File: src/rtl/uart_pkg.sv
`default_nettype none
// ============================================================================
//  Module      : uart_pkg
//  Description : Shared UART transmitter definitions: FSM state encoding,
//                parity mode codes and common baud divisors.
//  Revision    : 1.0 - initial release
// ============================================================================
package uart_pkg;

   // Transmitter FSM states
   typedef enum logic [2:0] {
      ST_IDLE  = 3'd0,
      ST_START = 3'd1,
      ST_DATA  = 3'd2,
      ST_PAR   = 3'd3,
      ST_STOP  = 3'd4
   } uart_state_t;

   // Parity mode codes for the PARITY parameter
   localparam int c_PARITY_NONE = 0;
   localparam int c_PARITY_ODD  = 1;
   localparam int c_PARITY_EVEN = 2;

   // Clocks-per-bit divisors for common system clocks
   localparam int c_DIV_50M_9600   = 5208;
   localparam int c_DIV_50M_115200 = 434;
   localparam int c_DIV_12M_9600   = 1250;
   localparam int c_DIV_12M_115200 = 104;

endpackage
`default_nettype wire

File: src/rtl/sync_fifo.sv
`default_nettype none
// ============================================================================
//  Module      : sync_fifo
//  Description : Single-clock show-ahead FIFO with registered full, empty
//                and level flags and a one-cycle overflow pulse.
//  Revision    : 1.0 - initial release
// ============================================================================
module sync_fifo #(
   parameter int WIDTH = 8,
   parameter int DEPTH = 16
) (
   input  logic                       clk,
   input  logic                       rst_n,
   input  logic                       i_wr_en,
   input  logic [WIDTH-1:0]           i_wr_data,
   input  logic                       i_rd_en,
   output logic [WIDTH-1:0]           o_rd_data,
   output logic                       o_full,
   output logic                       o_empty,
   output logic [$clog2(DEPTH):0]     o_level,
   output logic                       o_overflow
);

   localparam int AW = $clog2(DEPTH);

   logic [WIDTH-1:0] r_mem [DEPTH];
   logic [AW-1:0]    r_wr_ptr;
   logic [AW-1:0]    r_rd_ptr;
   logic [AW:0]      r_level;
   logic [AW:0]      w_level_next;
   logic             r_full;
   logic             r_empty;
   logic             r_overflow;
   logic             w_wr_acc;
   logic             w_rd_acc;

   // Writes are gated by the registered full flag only, so a pop in the
   // same cycle does not make room for a write to a full FIFO.
   assign w_wr_acc = i_wr_en && !r_full;
   assign w_rd_acc = i_rd_en && !r_empty;

   // Next occupancy: a simultaneous write and read cancel out
   always_comb begin
      w_level_next = r_level;
      if (w_wr_acc && !w_rd_acc) begin
         w_level_next = r_level + 1'b1;
      end else if (!w_wr_acc && w_rd_acc) begin
         w_level_next = r_level - 1'b1;
      end
   end

   // Pointers, occupancy and flags; flags derive from the next level so
   // they always agree with level in the same cycle
   always_ff @(posedge clk or negedge rst_n) begin
      if (!rst_n) begin
         r_wr_ptr   <= '0;
         r_rd_ptr   <= '0;
         r_level    <= '0;
         r_full     <= 1'b0;
         r_empty    <= 1'b1;
         r_overflow <= 1'b0;
      end else begin
         if (w_wr_acc) r_wr_ptr <= r_wr_ptr + 1'b1;
         if (w_rd_acc) r_rd_ptr <= r_rd_ptr + 1'b1;
         r_level    <= w_level_next;
         r_full     <= (w_level_next == (AW+1)'(DEPTH));
         r_empty    <= (w_level_next == '0);
         r_overflow <= i_wr_en && r_full;
      end
   end

   // Storage array; contents are discarded on reset via the pointers
   always_ff @(posedge clk) begin
      if (w_wr_acc) r_mem[r_wr_ptr] <= i_wr_data;
   end

   assign o_rd_data  = r_mem[r_rd_ptr];
   assign o_full     = r_full;
   assign o_empty    = r_empty;
   assign o_level    = r_level;
   assign o_overflow = r_overflow;

endmodule
`default_nettype wire

File: src/rtl/uart_tx_fifo.sv
`default_nettype none
// ============================================================================
//  Module      : uart_tx_fifo
//  Description : UART transmitter fed by a character FIFO. Frames are sent
//                back to back while characters are queued.
//  Revision    : 1.0 - initial release
// ============================================================================
module uart_tx_fifo
   import uart_pkg::*;
#(
   parameter int CLK_DIV    = 104,
   parameter int DATA_BITS  = 8,
   parameter int PARITY     = 0,
   parameter int STOP_BITS  = 1,
   parameter int FIFO_DEPTH = 16
) (
   input  logic                          clk,
   input  logic                          rst_n,
   input  logic                          wr_en,
   input  logic [DATA_BITS-1:0]          wr_data,
   output logic                          full,
   output logic                          empty,
   output logic [$clog2(FIFO_DEPTH):0]   level,
   output logic                          overflow,
   output logic                          busy,
   output logic                          tx_done,
   output logic                          tx_pin
);

   localparam int CNT_W = $clog2(CLK_DIV);
   localparam int IDX_W = 4;
   localparam logic [CNT_W-1:0] c_CNT_RELOAD = CNT_W'(CLK_DIV - 1);
   localparam logic [IDX_W-1:0] c_DATA_LAST  = IDX_W'(DATA_BITS - 1);
   localparam logic [IDX_W-1:0] c_STOP_LAST  = IDX_W'(STOP_BITS - 1);

   uart_state_t          r_state,  w_state_next;
   logic [CNT_W-1:0]     r_cnt,    w_cnt_next;
   logic [IDX_W-1:0]     r_idx,    w_idx_next;
   logic [DATA_BITS-1:0] r_shift,  w_shift_next;
   logic                 r_parity, w_parity_next;
   logic                 r_tx_pin, w_tx_next;
   logic                 w_pop;
   logic                 w_tx_done;
   logic                 w_start_frame;
   logic                 w_bit_end;
   logic                 w_empty;
   logic [DATA_BITS-1:0] w_rd_data;

   sync_fifo #(
      .WIDTH (DATA_BITS),
      .DEPTH (FIFO_DEPTH)
   ) u_fifo (
      .clk        (clk),
      .rst_n      (rst_n),
      .i_wr_en    (wr_en),
      .i_wr_data  (wr_data),
      .i_rd_en    (w_pop),
      .o_rd_data  (w_rd_data),
      .o_full     (full),
      .o_empty    (w_empty),
      .o_level    (level),
      .o_overflow (overflow)
   );

   assign w_bit_end = (r_cnt == '0);

   // Next-state, bit sequencing and next line level for the serial output
   always_comb begin
      w_state_next  = r_state;
      w_cnt_next    = r_cnt;
      w_idx_next    = r_idx;
      w_shift_next  = r_shift;
      w_parity_next = r_parity;
      w_tx_next     = r_tx_pin;
      w_pop         = 1'b0;
      w_tx_done     = 1'b0;
      w_start_frame = 1'b0;

      case (r_state)
         ST_IDLE: begin
            w_tx_next     = 1'b1;
            w_start_frame = !w_empty;
         end
         ST_START: begin
            if (w_bit_end) begin
               w_state_next = ST_DATA;
               w_cnt_next   = c_CNT_RELOAD;
               w_idx_next   = '0;
               w_tx_next    = r_shift[0];
            end else begin
               w_cnt_next = r_cnt - 1'b1;
            end
         end
         ST_DATA: begin
            if (w_bit_end) begin
               w_cnt_next = c_CNT_RELOAD;
               if (r_idx == c_DATA_LAST) begin
                  w_idx_next = '0;
                  if (PARITY != c_PARITY_NONE) begin
                     w_state_next = ST_PAR;
                     w_tx_next    = r_parity;
                  end else begin
                     w_state_next = ST_STOP;
                     w_tx_next    = 1'b1;
                  end
               end else begin
                  w_idx_next   = r_idx + 1'b1;
                  w_shift_next = r_shift >> 1;
                  w_tx_next    = r_shift[1];
               end
            end else begin
               w_cnt_next = r_cnt - 1'b1;
            end
         end
         ST_PAR: begin
            if (w_bit_end) begin
               w_state_next = ST_STOP;
               w_cnt_next   = c_CNT_RELOAD;
               w_idx_next   = '0;
               w_tx_next    = 1'b1;
            end else begin
               w_cnt_next = r_cnt - 1'b1;
            end
         end
         ST_STOP: begin
            if (w_bit_end) begin
               if (r_idx == c_STOP_LAST) begin
                  w_tx_done = 1'b1;
                  if (w_empty) begin
                     w_state_next = ST_IDLE;
                     w_tx_next    = 1'b1;
                  end else begin
                     w_start_frame = 1'b1;
                  end
               end else begin
                  w_idx_next = r_idx + 1'b1;
                  w_cnt_next = c_CNT_RELOAD;
               end
            end else begin
               w_cnt_next = r_cnt - 1'b1;
            end
         end
         default: begin
            w_state_next = ST_IDLE;
            w_tx_next    = 1'b1;
         end
      endcase

      // Pop the next character and drive the start bit from the next clock
      if (w_start_frame) begin
         w_pop         = 1'b1;
         w_shift_next  = w_rd_data;
         w_parity_next = (^w_rd_data) ^ (PARITY == c_PARITY_ODD);
         w_state_next  = ST_START;
         w_cnt_next    = c_CNT_RELOAD;
         w_idx_next    = '0;
         w_tx_next     = 1'b0;
      end
   end

   // FSM, counters and registered serial output
   always_ff @(posedge clk or negedge rst_n) begin
      if (!rst_n) begin
         r_state  <= ST_IDLE;
         r_cnt    <= '0;
         r_idx    <= '0;
         r_shift  <= '0;
         r_parity <= 1'b0;
         r_tx_pin <= 1'b1;
      end else begin
         r_state  <= w_state_next;
         r_cnt    <= w_cnt_next;
         r_idx    <= w_idx_next;
         r_shift  <= w_shift_next;
         r_parity <= w_parity_next;
         r_tx_pin <= w_tx_next;
      end
   end

   assign empty   = w_empty;
   assign busy    = (r_state != ST_IDLE);
   assign tx_done = w_tx_done;
   assign tx_pin  = r_tx_pin;

endmodule
`default_nettype wire

File: config.mk
export PLATFORM = sky130hd
export DESIGN_NAME = uart_tx_fifo
export DESIGN_NICKNAME = d
export VERILOG_FILES = /design/src/rtl/uart_pkg.sv /design/src/rtl/sync_fifo.sv /design/src/rtl/uart_tx_fifo.sv
export SDC_FILE = /design/constraint.sdc
export NUM_CORES = 1
export LEC_CHECK = 0
export ABC_CLOCK_PERIOD_IN_PS = 3120
export CORE_ASPECT_RATIO = 1.4
export CORE_UTILIZATION = 45
export DETAILED_ROUTE_END_ITERATION = 12
export DONT_BUFFER_PORTS = 1
export GPL_TIMING_DRIVEN = 0
export SETUP_SLACK_MARGIN = 0.02
export SLEW_MARGIN = 20
export SYNTH_ARGS = -nofsm -noshare
export SYNTH_HDL_FRONTEND = slang
export SYNTH_SLANG_ARGS = --single-unit
File: constraint.sdc
create_clock -name clk -period 3.12 [get_ports clk]
set_clock_uncertainty 0.15 [all_clocks]
set_input_delay 0.312 -clock clk [delete_from_list [all_inputs] [get_ports clk]]
set_output_delay 0.312 -clock clk [all_outputs]
set_load 0.01 [all_outputs]
==> impl_summary.txt, run 1 <==
----------------------------------------------------
[Timing]
  Slew HR ... 0.3328
  Unrepaired setup endpoints after global routing ... no
  Least-Margin Pin Slew ... 0.9971 ns
  Maximum frequency from static timing analysis ... 355.7 MHz
  Share of the clock period used by the worst path ... 0.9010
  Final Setup Violations ... 0
  Total negative slack for setup checks ... 0 ns
  Number of max-slew violations in the final report ... 0
  Post-route minimum period ... 2.811 ns
  Number of hold violations in the final report ... 0

[Min path]
  Terminating pin of the worst hold path ... u_fifo.o_level[1]$_DFF_PN0_
  Startpoint of the tightest hold check path ... wr_en
  Worst min-delay path class ... in2reg
  Hold Path Stages ... 4

[Power]
  Proportion of power drawn by combinational gates ... 0.294
  Peak ir drop on the vdd network ... 396.5 uV
  Power spent charging and discharging nets ... 2.240 mW
  Leak Pwr ... 2.683 nW
  Clock network fraction of design power ... 0.273
  Sequential fraction of design power ... 0.433
  Internal portion of total power ... 4.779 mW
  PD cells ... 880.7 nW/um^2
  Net Sw Frac ... 0.3192

[Setup path]
  Critical Path Fanout Max ... 10
  Worst path bufs/invs ... 3
  Worst reg-to-reg setup slack ... 0.31 ns
  Cell family with most CP delay ... simple AND/OR/NAND/NOR gates
  Worst setup EP type ... flip-flop
  Slowest stage cell on the critical path ... sky130_fd_sc_hd__or3b_2
  Number of stages on the worst setup path ... 9
  Ordered cell list for the critical path ... inv_1 -> ha_1 -> or3b_2 -> o31ai_4 -> nand2_1 -> clkbuf_1 -> clkbuf_1 -> a21oi_1 -> a21oi_1
  Critical setup path kind ... reg2reg
  Reg-to-Reg End ... r_shift[1]$_DFFE_PN0P_
  Arrival time at the worst endpoint ... 2.94 ns
  Crit path from ... r_idx[0]$_DFFE_PN0P_
  Req. time, crit path ... 3.25 ns
  Reg-to-reg critical path startpoint ... r_idx[0]$_DFFE_PN0P_
  Worst reg-to-reg path cell count ... 9
  CP startpoint kind ... flip-flop
  Worst stage delay on the critical path ... 0.52 ns

[Layout]
  Area of all sequential standard cells ... 4822 sq um
  Number of antenna cells inserted ... 0
  Number of filler instances in the final layout ... 1,237
  # nets final ... 499
  Post-layout utilization of the core ... 0.5271
  Fraction of final layout cells with drive strength greater than 1 ... 0.1650
  P&R area growth vs syn ... 13.43%
  Area of combinational cells with multiple inputs ... 2096 sq um

[GRT]
  Antenna violations before repair ... 0
  Largest net degree at the start of global routing ... 40
  GR Overflow Total ... 0
  Total global-route track usage ... 0.1910
  Wire length of the first global-routing pass ... 22,060 microns
  Vias in the first global route ... 4,032

[Yosys]
  Flip-flop and latch count after synthesis ... 167
  Top cells by area in the synthesized netlist ... sky130_fd_sc_hd__edfxtp_1 55%, sky130_fd_sc_hd__dfrtp_1 13%, sky130_fd_sc_hd__mux4_2 11%
  Post-Synthesis Cells ... 445
  Share of Yosys cell area claimed by the top area cell type ... 0.5470
  Average footprint of a synthesized cell ... 15.79 sq um
  Synthesis Warnings ... 0
  Mapped Area ... 7027 sq um
  Number of different library cells in the post-synthesis netlist ... 49
  Async SR Flop Fraction ... 0.2335
  Cell type with the highest aggregate area in the netlist ... sky130_fd_sc_hd__edfxtp_1
  Number of enable flip-flop cells after synthesis ... 128
  List of most frequent post-synthesis cells ... 128 x sky130_fd_sc_hd__edfxtp_1, 37 x sky130_fd_sc_hd__dfrtp_1, 33 x sky130_fd_sc_hd__mux4_2, 32 x sky130_fd_sc_hd__nor2_1, 26 x sky130_fd_sc_hd__nand2_1
  Post-synthesis sequential area ratio ... 0.6863
  Syn nets ... 466
  Most frequent cell after synthesis ... sky130_fd_sc_hd__edfxtp_1
  Commonest register cell after synthesis ... sky130_fd_sc_hd__edfxtp_1

[Die]
  Initial core utilization ... 0.4647
  IO Count ... 22
  Std-Cell Core Area ... 15,120 sq um
  Die outline width ... 107.6 microns
  Row cnt ... 53
  Die Ht ... 149.9 microns
  Area of the die ... 16,130 sq um

[Clocking]
  Clock buffer depth ... 2
  TritonCTS clock tree ... yes
  CTS buffer count ... 17
  Clock network latency to the later pin of the worst-skew pair ... 0.42 ns
  Root buf cell ... sky130_fd_sc_hd__clkbuf_16
  Sinks on the clock net ... 167
  Setup bufs post-CTS ... 0
  Clock transition at the register clock pins on the worst setup and hold paths after CTS ... 0.06 ns
  Number of levels in the clock H-tree ... 4

[Route]
  Total vias in the final route ... 3,862
  Wirelength per Cell ... 20.70 microns
  Number of DRC markers in iteration 0 ... 333
  Vias per cell ... 5.654
  Detailed Route WL ... 14,140 microns
  Antenna Violating Nets Remaining ... 0
  DRC Markers ... 0
  Number of detailed-route iterations in the first pass ... 4

[Place]
  Port Buffer Count ... 0
  Routability-driven placement congestion ratio ... 0.8308
  Detail Placement HPWL ... 9695 microns

[Run]
  Number of max-cap violations ... 0

[Status]
  Run status ... complete, no violations

----------------------------------------------------
-- metal layers --
| metal | wire, microns | track usage | vias up |
|---|---|---|---|
| met4 | 179 | 0.06781 | 0 |
| met1 | 5599 | 0.2216 | 1968 |
| met5 | 0 | 0 | - |
| met3 | 573 | 0.03963 | 16 |
| li1 | - | - | 1785 |
| met2 | 7783 | 0.3458 | 93 |
-- how the worst max path moves through the flow --
stage                                    to
2_1_floorplan      u_fifo.o_empty$_DFF_PN1_
3_3_place_gp   u_fifo.r_mem[3][5]$_DFFE_PP_
3_5_place_dp         r_shift[2]$_DFFE_PN0P_
4_1_cts              r_shift[6]$_DFFE_PN0P_
5_1_grt              r_shift[6]$_DFFE_PN0P_
6_report             r_shift[1]$_DFFE_PN0P_
-- registers in the layout (all words and copies together) (netlist names), 3 cells and up --
register / count
r_state: 3
u_fifo.o_level: 5
u_fifo.r_mem: 128
u_fifo.r_rd_ptr: 4
u_fifo.r_wr_ptr: 4
r_shift: 8
r_idx: 4
r_cnt: 7
-- worst min-delay path, cell delays in order --
cell and delay [ns]:
sky130_fd_sc_hd__nand2b_1 0.11, sky130_fd_sc_hd__nand2_1 0.11, sky130_fd_sc_hd__o211ai_1 0.09, sky130_fd_sc_hd__o31ai_1 0.07
-- placed cells by master, fill, tap and decap left out, types with 7 or more instances in the layout --
cell type	instances
sky130_fd_sc_hd__a211oi_1	15
sky130_fd_sc_hd__a21oi_1	20
sky130_fd_sc_hd__clkbuf_1	16
sky130_fd_sc_hd__clkbuf_16	17
sky130_fd_sc_hd__dfrtp_1	37
sky130_fd_sc_hd__dlygate4sd3_1	10
sky130_fd_sc_hd__edfxtp_1	128
sky130_fd_sc_hd__ha_1	10
sky130_fd_sc_hd__inv_1	12
sky130_fd_sc_hd__mux2i_1	8
sky130_fd_sc_hd__mux4_2	33
sky130_fd_sc_hd__nand2_1	26
sky130_fd_sc_hd__nand2b_1	8
sky130_fd_sc_hd__nor2_1	32
sky130_fd_sc_hd__nor2b_1	9
sky130_fd_sc_hd__nor3_1	7
sky130_fd_sc_hd__o21ai_0	11
sky130_fd_sc_hd__xnor2_1	10
-- logic make-up after synthesis --
logic type	Yosys count	synth area share
flops	167	0.6863
simple gates	113	0.07977
buf+inv	33	0.01834
fa+ha+maj	10	0.01781
mux	41	0.1172
xor+xnor	13	0.01620
compound gates	68	0.06446
-- power groups by stage --
stage / Combinational [mW] / Clock, mW / Sequential [mW]
finish: 2.06 / 1.92 / 3.04
global route: 2.28 / 2.04 / 3.08
CTS: 2.11 / 1.96 / 3.04
detailed placement: 2.05 / 0 / 3.09
global placement: 1.99 / 0 / 3.06
floorplan: 1.56 / 0 / 3.02
-- stage by stage --
stage                     power [mW]  hold WS, ns  worst slack, ns  instances  instance area, sq um
after floorplan                4.574      -0.1336           0.6639        445                  7027
after global placement         5.051      -0.1328           0.1118        637                  7267
after detailed placement       5.142      -0.1328           0.1862        640                  7310
after CTS                      7.106       0.1552           0.1714        683                  7968
after global routing           7.397       0.1986          0.08071        683                  7970
final                          7.019       0.1698           0.3089        683                  7970
-- what timing repair did --
item,4_1_cts,5_1_grt
resized for setup,0,1
hold buffers,11,0
setup endpoints to repair,0,2
endpoints found under the hold margin,168,0
-- layout make-up --
type | count | area share
clock inverter | 14 | 0.01366
buffer | 21 | 0.01083
multi-input combinational | 245 | 0.2630
sequential | 167 | 0.6050
clock buffer | 18 | 0.05385
timing repair buffer | 14 | 0.01790
inverter | 12 | 0.005651
tap | 192 | 0.03014
No activity file was read; power rests on OpenSTA's default activity.
==> inputs of run 2 (changes only) <==
--- a/config.mk
+++ b/config.mk
@@ -7,11 +7,13 @@
 export LEC_CHECK = 0
 export ABC_CLOCK_PERIOD_IN_PS = 3120
 export CORE_ASPECT_RATIO = 1.4
+export CORE_MARGIN = 2
 export CORE_UTILIZATION = 45
 export DETAILED_ROUTE_END_ITERATION = 12
 export DONT_BUFFER_PORTS = 1
 export GPL_TIMING_DRIVEN = 0
 export SETUP_SLACK_MARGIN = 0.02
+export SKIP_LAST_GASP = 1
 export SLEW_MARGIN = 20
 export SYNTH_ARGS = -nofsm -noshare
 export SYNTH_HDL_FRONTEND = slang
==> run 2 against run 1 <==
  * Non-clock buffer count decreased by 1
  * Worst setup slack got worse by 0.025 ns
  * Cell count increased by 0.29%
  * Highest routed layer unchanged
  * Sequential share of layout area decreased by 0.26 points
  * Die area increased by 3.2%
  * Via count decreased by 0.67%
  * Combinational power about the same
  * Critical path type unchanged
==> impl_summary.txt, run 2 (synthesis gave the netlist of run 1 again) <==
----------------------------------------------------
[Power]
  Peak ir drop on the vdd network ... 428.4 uV
  PD cells ... 891.9 nW/um^2
  Leak Pwr ... 2.701 nW

[Clocking]
  Clock network latency to the later pin of the worst-skew pair ... 0.42 ns
  Setup bufs post-CTS ... 0
  Root buf cell ... sky130_fd_sc_hd__clkbuf_16
  CTS buffer count ... 17
  Sinks on the clock net ... 167
  Clock buffer depth ... 2
  Number of levels in the clock H-tree ... 4
  TritonCTS clock tree ... yes
  Clock transition at the register clock pins on the worst setup and hold paths after CTS ... 0.06 ns

[Route]
  Number of DRC markers in iteration 0 ... 291
  Max layer used ... met4
  Metal1 wirelength ... 5602 microns
  Total vias in the final route ... 3,836
  Number of detailed-route iterations in the first pass ... 4
  Wirelength per Cell ... 20.01 microns
  Wire length on met2 ... 7484 microns
  Antenna Violating Nets Remaining ... 0
  DRC Markers ... 0
  Met3 routed wirelength ... 343 microns
  Detailed Route WL ... 13,710 microns
  Vias per cell ... 5.600

[Min path]
  Terminating pin of the worst hold path ... u_fifo.o_level[1]$_DFF_PN0_
  Worst min-delay path class ... in2reg
  Hold Path Stages ... 4
  Startpoint of the tightest hold check path ... wr_en

[Layout]
  P&R area growth vs syn ... 13.92%
  Number of antenna cells inserted ... 0
  Number of filler instances in the final layout ... 1,299
  Leading cell types in the layout, fill and taps excluded ... 128 x sky130_fd_sc_hd__edfxtp_1, 37 x sky130_fd_sc_hd__dfrtp_1, 33 x sky130_fd_sc_hd__mux4_2
  Fraction of final layout cells with drive strength greater than 1 ... 0.1677
  Registers with the highest flip-flop counts ... u_fifo.r_mem x128, r_shift x8, r_cnt x7
  Post-layout utilization of the core ... 0.5197
  # nets final ... 498
  Register ranked first by flip-flop count ... u_fifo.r_mem
  Largest register FFs ... 128
  Most frequent standard cell in the layout excluding fill and tap cells ... sky130_fd_sc_hd__edfxtp_1

[GRT]
  Largest net degree at the start of global routing ... 40
  Total global-route track usage ... 0.1787
  Wire length of the first global-routing pass ... 21,820 microns
  Vias in the first global route ... 4,040
  Antenna violations before repair ... 0
  GR Overflow Total ... 0

[Timing]
  Least-Margin Pin Slew ... 0.9199 ns
  Post-route minimum period ... 2.836 ns
  Unrepaired setup endpoints after global routing ... no
  Number of max-slew violations in the final report ... 0
  Final Setup Violations ... 0
  Share of the clock period used by the worst path ... 0.9091
  Maximum frequency from static timing analysis ... 352.6 MHz
  Slew HR ... 0.3845
  Total negative slack for setup checks ... 0 ns
  Number of hold violations in the final report ... 0

[Setup path]
  Arrival time at the worst endpoint ... 2.97 ns
  Reg-to-reg critical path startpoint ... u_fifo.r_rd_ptr[0]$_DFFE_PN0P_
  Worst reg-to-reg path cell count ... 8
  Worst reg-to-reg setup slack ... 0.28 ns
  Ordered cell list for the critical path ... buf_2 -> buf_2 -> clkbuf_4 -> mux4_2 -> mux2i_1 -> a211oi_1 -> a21oi_1 -> a21oi_1
  Worst setup EP type ... flip-flop
  Reg-to-Reg End ... r_shift[2]$_DFFE_PN0P_
  Cell family with most CP delay ... buffers and inverters
  Req. time, crit path ... 3.26 ns
  Worst path bufs/invs ... 3
  Critical Path Fanout Max ... 10
  Critical setup path kind ... reg2reg
  CP startpoint kind ... flip-flop
  Slowest stage cell on the critical path ... sky130_fd_sc_hd__mux4_2
  Worst stage delay on the critical path ... 0.54 ns

[Die]
  Area of the die ... 16,640 sq um
  Die outline width ... 109.6 microns
  IO Count ... 22
  Std-Cell Core Area ... 15,400 sq um
  Die Ht ... 151.9 microns
  Row cnt ... 54
  Initial core utilization ... 0.4561

[Place]
  Port Buffer Count ... 0
  Routability-driven placement congestion ratio ... 0.7666
  Detail Placement HPWL ... 9505 microns

[Run]
  Number of max-cap violations ... 0

[Status]
  Run status ... complete, no violations

----------------------------------------------------
run 2: area by class of cell:
class	instances	area, sq um	area share
inverters	12	45.04	0.005627
clock buffers	17	425.4	0.05314
clock inverters	14	150.1	0.01876
flip-flops and latches	167	4822	0.6024
well taps	196	245.2	0.03063
repair buffers	13	135.1	0.01688
multi-input cells	245	2096	0.2618
plain buffers	21	86.33	0.01078
run 2: timing repair:
item                       CTS  global route
setup endpoints to repair    0             1
hold endpoints to repair   168             0
hold buffers                11             0
resized for setup            0             1
run 2: metrics by stage:
step	setup WS (ns)	hold WS, ns	cells	instance area [sq um]	power [mW]
2_1_floorplan	0.6639	-0.1336	445	7027	4.574
3_3_place_gp	0.06989	-0.1323	641	7272	5.037
3_5_place_dp	0.1827	-0.1324	643	7307	5.122
4_1_cts	0.1634	0.1414	685	8003	7.212
5_1_grt	0.06455	0.1728	685	8005	7.543
6_report	0.2836	0.1616	685	8005	7.140
run 2: worst max path at each step:
stage,endpoint,slack [ns],from,cells after the start
after floorplan,u_fifo.o_empty$_DFF_PN1_,0.66,r_idx[0]$_DFFE_PN0P_,8
after global placement,u_fifo.r_mem[3][4]$_DFFE_PP_,0.07,u_fifo.o_full$_DFF_PN0_,4
after detailed placement,r_shift[2]$_DFFE_PN0P_,0.18,u_fifo.r_rd_ptr[0]$_DFFE_PN0P_,8
after CTS,r_shift[2]$_DFFE_PN0P_,0.16,u_fifo.r_rd_ptr[0]$_DFFE_PN0P_,8
after global routing,r_shift[2]$_DFFE_PN0P_,0.06,u_fifo.r_rd_ptr[0]$_DFFE_PN0P_,8
final,r_shift[2]$_DFFE_PN0P_,0.28,u_fifo.r_rd_ptr[0]$_DFFE_PN0P_,8
run 2: layer usage:
layer	vias up	track usage
li1	1780	-
met1	1989	0.2118
met2	51	0.3075
met3	16	0.04891
met4	0	0.06389
met5	-	0
run 2: worst reg2reg max path, stage by stage (launching register included):
cell	delay [ns]
sky130_fd_sc_hd__dfrtp_1	0.37
sky130_fd_sc_hd__buf_2	0.25
sky130_fd_sc_hd__buf_2	0.40
sky130_fd_sc_hd__clkbuf_4	0.38
sky130_fd_sc_hd__mux4_2	0.54
sky130_fd_sc_hd__mux2i_1	0.24
sky130_fd_sc_hd__a211oi_1	0.14
sky130_fd_sc_hd__a21oi_1	0.16
sky130_fd_sc_hd__a21oi_1	0.08
run 2: power by group:
group,total (mW),switching [mW],internal (mW)
registers,3.04,0.251,2.79
logic,2.05,1.16,0.898
clock network,2.04,0.861,1.18
total,7.14,2.27,4.87
